### src/rtl/accum_datapath.sv
// Accumulator datapath: free-running program counter, combinational ALU and W/carry register.
// The ALU result is written back into W on every rising clock edge; opcodes 12-15 hold W.
module accum_datapath #(
  parameter int unsigned WIDTH = 8
) (
  input  logic             clk,
  input  logic             reset,
  input  logic [3:0]       inst,
  input  logic [WIDTH-1:0] b,
  output logic [WIDTH-1:0] counter,
  output logic [WIDTH:0]   ans,
  output logic [WIDTH-1:0] w,
  output logic             carry
);

  logic [WIDTH-1:0]   r_counter;
  logic [WIDTH-1:0]   r_w;
  logic               r_carry;

  logic [2:0]         w_sh;
  logic [WIDTH:0]     w_a_ext;
  logic [WIDTH:0]     w_b_ext;
  logic [WIDTH:0]     w_shl;
  logic [2*WIDTH-1:0] w_dbl;
  logic [WIDTH-1:0]   w_rol;
  logic [WIDTH-1:0]   w_ror;

  assign w_sh    = b[2:0];
  assign w_a_ext = {1'b0, r_w};
  assign w_b_ext = {1'b0, b};
  // Extended shift keeps the last bit pushed out of the MSB in the carry position.
  assign w_shl   = w_a_ext << w_sh;
  // Rotates are taken from a doubled copy of W.
  assign w_dbl   = {r_w, r_w};
  assign w_rol   = WIDTH'(w_dbl >> (WIDTH - w_sh));
  assign w_ror   = WIDTH'(w_dbl >> w_sh);

  always_comb begin
    ans = '0;
    if (!reset) begin
      case (inst)
        4'd0:    ans = w_b_ext;
        4'd1:    ans = w_a_ext + w_b_ext;
        4'd2:    ans = w_a_ext - w_b_ext;
        4'd3:    ans = {1'b0, r_w & b};
        4'd4:    ans = w_shl;
        4'd5:    ans = {1'b0, r_w >> w_sh};
        4'd6:    ans = {1'b0, r_w | b};
        4'd7:    ans = {1'b0, r_w ^ b};
        4'd8:    ans = {1'b0, ~r_w};
        4'd9:    ans = w_a_ext + {{WIDTH{1'b0}}, 1'b1};
        4'd10:   ans = {1'b0, w_rol};
        4'd11:   ans = {1'b0, w_ror};
        default: ans = w_a_ext;
      endcase
    end
  end

  always_ff @(posedge clk or posedge reset) begin
    if (reset) begin
      r_counter <= '0;
      r_w       <= '0;
      r_carry   <= 1'b0;
    end else begin
      r_counter <= r_counter + WIDTH'(1);
      r_w       <= ans[WIDTH-1:0];
      r_carry   <= ans[WIDTH];
    end
  end

  assign counter = r_counter;
  assign w       = r_w;
  assign carry   = r_carry;

endmodule

### config.mk
export PLATFORM = sky130hd
export DESIGN_NAME = accum_datapath
export DESIGN_NICKNAME = d
export VERILOG_FILES = /design/src/rtl/accum_datapath.sv
export SDC_FILE = /design/constraint.sdc
export NUM_CORES = 1
export LEC_CHECK = 0
export CAP_MARGIN = 20
export CORE_UTILIZATION = 51
export DETAILED_ROUTE_END_ITERATION = 12
export MAX_ROUTING_LAYER = met4
export PLACE_DENSITY = 0.83
export SYNTH_ARGS = -nofsm -noshare
export SYNTH_HDL_FRONTEND = slang
export SYNTH_SLANG_ARGS = --single-unit
### constraint.sdc
create_clock -name clk -period 3.85 [get_ports clk]
set_input_delay 0.77 -clock clk [delete_from_list [all_inputs] [get_ports clk]]
set_output_delay 0.77 -clock clk [all_outputs]
set_load 0.02 [all_outputs]
==> results.json <==
{
  "fin_crit_ns": 4.073,
  "worstHoldPathType": "reg2reg",
  "finalHoldViolCount": 0,
  "synth-seq-area-share_pct": 14.52,
  "setup_tns_ns": -0.8762,
  "syn_nets": 422,
  "via_per_inst": 6.540,
  "synth_cell_types": 64,
  "grt_pass1_wl_um": 18910,
  "synthFlopType": "dfrtp_1",
  "endpoint_kind": "primary output",
  "vias": 3865,
  "regToRegSetupSlack_ns": 1.43,
  "maxSlewHeadroom_pct": 57.65,
  "synth_seq_cells": 17,
  "grt_max_degree": 27,
  "rsz0062_at_grt": "yes",
  "clk_path_buf_depth": 2,
  "slew_violations": 0,
  "io_buffers": 39,
  "crit_type": "in2out",
  "cap_viol_max_count": 0,
  "synth_top_area_cell": "dfrtp_1",
  "die_h_um": 77.80,
  "worstPathCellList": "buf_4, nor2_4, nand3_4, buf_4, buf_4, o211ai_1, o31ai_2, ha_2, or3_4, o21ai_2, xnor2_1, nand2_1, a311oi_4, buf_6",
  "dieArea_mm2": 0.006053,
  "ioPinCount": 40,
  "synthCells": 379,
  "antenna_found_initial": 0,
  "clkLatencyLatePin_ns": 0.25,
  "drt_iter0_markers": 483,
  "status": "finished, violations left",
  "cts-buffers-inserted": 3,
  "cts.root.buffer_cell": "clkbuf_8",
  "min_from": "counter[7]$_DFF_PP0_",
  "startpoint_type": "input port",
  "yosysWarnings": 0,
  "r2r-end": "w[6]$_DFF_PP0_",
  "synth_top_cells_by_area": "dfrtp_1 15%, ha_1 12%, mux4_2 7.7%, mux2i_1 5.5%, nor2_1 5.4%",
  "netlist_area_mm2": 0.002930,
  "synth.most_common_cell": "nor2_1",
  "whs_path_depth": 1,
  "rows": 27,
  "setup_slack_ns": -0.2230,
  "core_mm2": 0.005507,
  "final_antenna_net_count": 0,
  "wl_per_cell_um": 21.15,
  "clkSlewWorstSetupHoldPaths_ns": 0.06,
  "worst_hold_path.endpoint": "counter[7]$_DFF_PP0_",
  "drcViolationCount": 0,
  "p_per_area_mw_per_mm2": 209.7,
  "dp_hpwl_um": 9050,
  "synth-edff-count": 0,
  "async_flop_share_pct": 100.0,
  "wl_um": 12500,
  "period_share_pct": 105.8,
  "worst_pin_slew_ns": 0.6352,
  "vdd_drop_max_v": 0.0002200,
  "cp_common_cell": "buf_4",
  "r2r_start": "w[2]$_DFF_PP0_",
  "max_stage_delay_ns": 0.38,
  "total_power_mw": 0.9671,
  "cp.arrival_ns": 3.30,
  "cp.required_ns": 3.08,
  "setup_viol": 5,
  "cts.sinks": 17,
  "synth_area_per_cell_um2": 7.732,
  "diodes": 0,
  "gr-total-overflow": 0,
  "gp_congestion": 1.050,
  "drive_above_1_share_pct": 40.85,
  "cp_slowest_cell": "or3_4",
  "cts_tree": "built",
  "synth_top_area_share_pct": 14.52,
  "synthTopCellsByCount": "42 x nor2_1, 30 x o21ai_0, 29 x nand2_1",
  "globalRouteTotalUtil_pct": 41.54,
  "grt_pass1_vias": 3678,
  "initial_utilization_pct": 53.22,
  "drt_pre_antenna_iters": 5,
  "areaGrowthSynthToFinish_pct": 57.39,
  "h-tree-depth": 1,
  "fin_skew_ns": 0.002990,
  "clock.fmax_mhz": 245.5,
  "violations": "negative setup slack",
  "hold_buffers": 0,
  "reg2regPathDepth": 9,
  "post-route-util_pct": 83.75,
  "leakagePower_nw": 2.063,
  "die_width_um": 77.80,
  "cp_max_fo": 5,
  "final_nets": 563
}
## metal layers
metal  share of wire [%]  track usage (%)
met1                  38            50.55
met2                  48            70.88
met3                 8.2            4.235
met4                 5.4            15.47
met5                   0                -
## area by class of cell
| class | count | area (um^2) |
|---|---|---|
| flip-flops and latches | 17 | 425.4 |
| well taps | 72 | 90.09 |
| multi-input cells | 311 | 2626 |
| clock buffers | 4 | 45.04 |
| inverters | 24 | 95.09 |
| fillers | 309 | 894.6 |
| repair buffers | 163 | 1330 |
## critical path: cells and delay by family
| family | cells | cell delay (ns) |
|---|---|---|
| buffers and inverters | 4 | 0.59 |
| and+or+nand+nor | 4 | 0.80 |
| xor gates and xnor gates | 1 | 0.15 |
| adders and majority gates | 1 | 0.19 |
| AOI/OAI and AO/OA | 4 | 0.79 |
## flip-flops by register name, indices dropped and copies added, names as in the netlist
name and flops:
carry 1, w 8, counter 8
## cells in the final DEF (no fill, tap or decap), types with 4 or more instances in the layout
cell type / instances
a21oi_1: 16
o21ai_0: 24
nor2_1: 39
mux4_2: 10
nand2b_1: 4
mux2_2: 4
or3_4: 5
nand2_1: 27
dfrtp_1: 17
xor2_1: 5
clkdlybuf4s50_1: 21
buf_4: 121
nor3_1: 11
o211ai_1: 6
ha_1: 23
a211o_1: 5
inv_1: 20
a22oi_1: 4
xnor2_1: 4
mux2i_1: 16
o21ai_2: 4
nand3_1: 11
a211oi_1: 6
buf_6: 12
o31ai_1: 4
## report_power, final
| group | switching [mW] | internal (mW) |
|---|---|---|
| registers | 0.0240 | 0.187 |
| logic | 0.323 | 0.300 |
| clock network | 0.0593 | 0.0735 |
## how the worst max path moves through the flow
stage,from,end,slack [ns],cells after the start
2_1_floorplan,inst[1],ans[8],-0.08,12
3_3_place_gp,inst[3],ans[8],-1.00,14
3_5_place_dp,inst[0],ans[8],-1.11,14
4_1_cts,inst[1],ans[8],-0.27,13
5_1_grt,inst[0],ans[7],-0.34,15
6_report,inst[0],ans[7],-0.22,14
## repair_timing
item | 4_1_cts | 5_1_grt
pin swaps | 17 | 33
resized for setup | 88 | 56
setup endpoints to repair | 9 | 9
setup buffers | 8 | 13
## logic make-up (layout without fill, tap and decap cells)
kind of cell	Yosys count	count (layout)	share of synthesized area (%)
AOI/OAI and AO/OA	116	116	27.33
xor gates and xnor gates	9	9	2.690
adders and majority gates	29	29	12.64
buffers and inverters	51	191	7.045
DFF	17	17	14.52
muxes	31	31	15.46
and+or+nand+nor	126	126	20.32
## per-stage QoR
stage / setup slack (ns) / hold slack, ns / std cells / area (um^2)
floorplan: -0.07992 / 0.5623 / 379 / 3038
CTS: -0.2720 / 0.4776 / 578 / 4334
global placement: -1.001 / 0.4607 / 566 / 4148
detailed placement: -1.106 / 0.4648 / 566 / 4148
finish: -0.2230 / 0.4719 / 591 / 4612
global route: -0.3378 / 0.5010 / 591 / 4612
(Power assumes the default switching activity.)
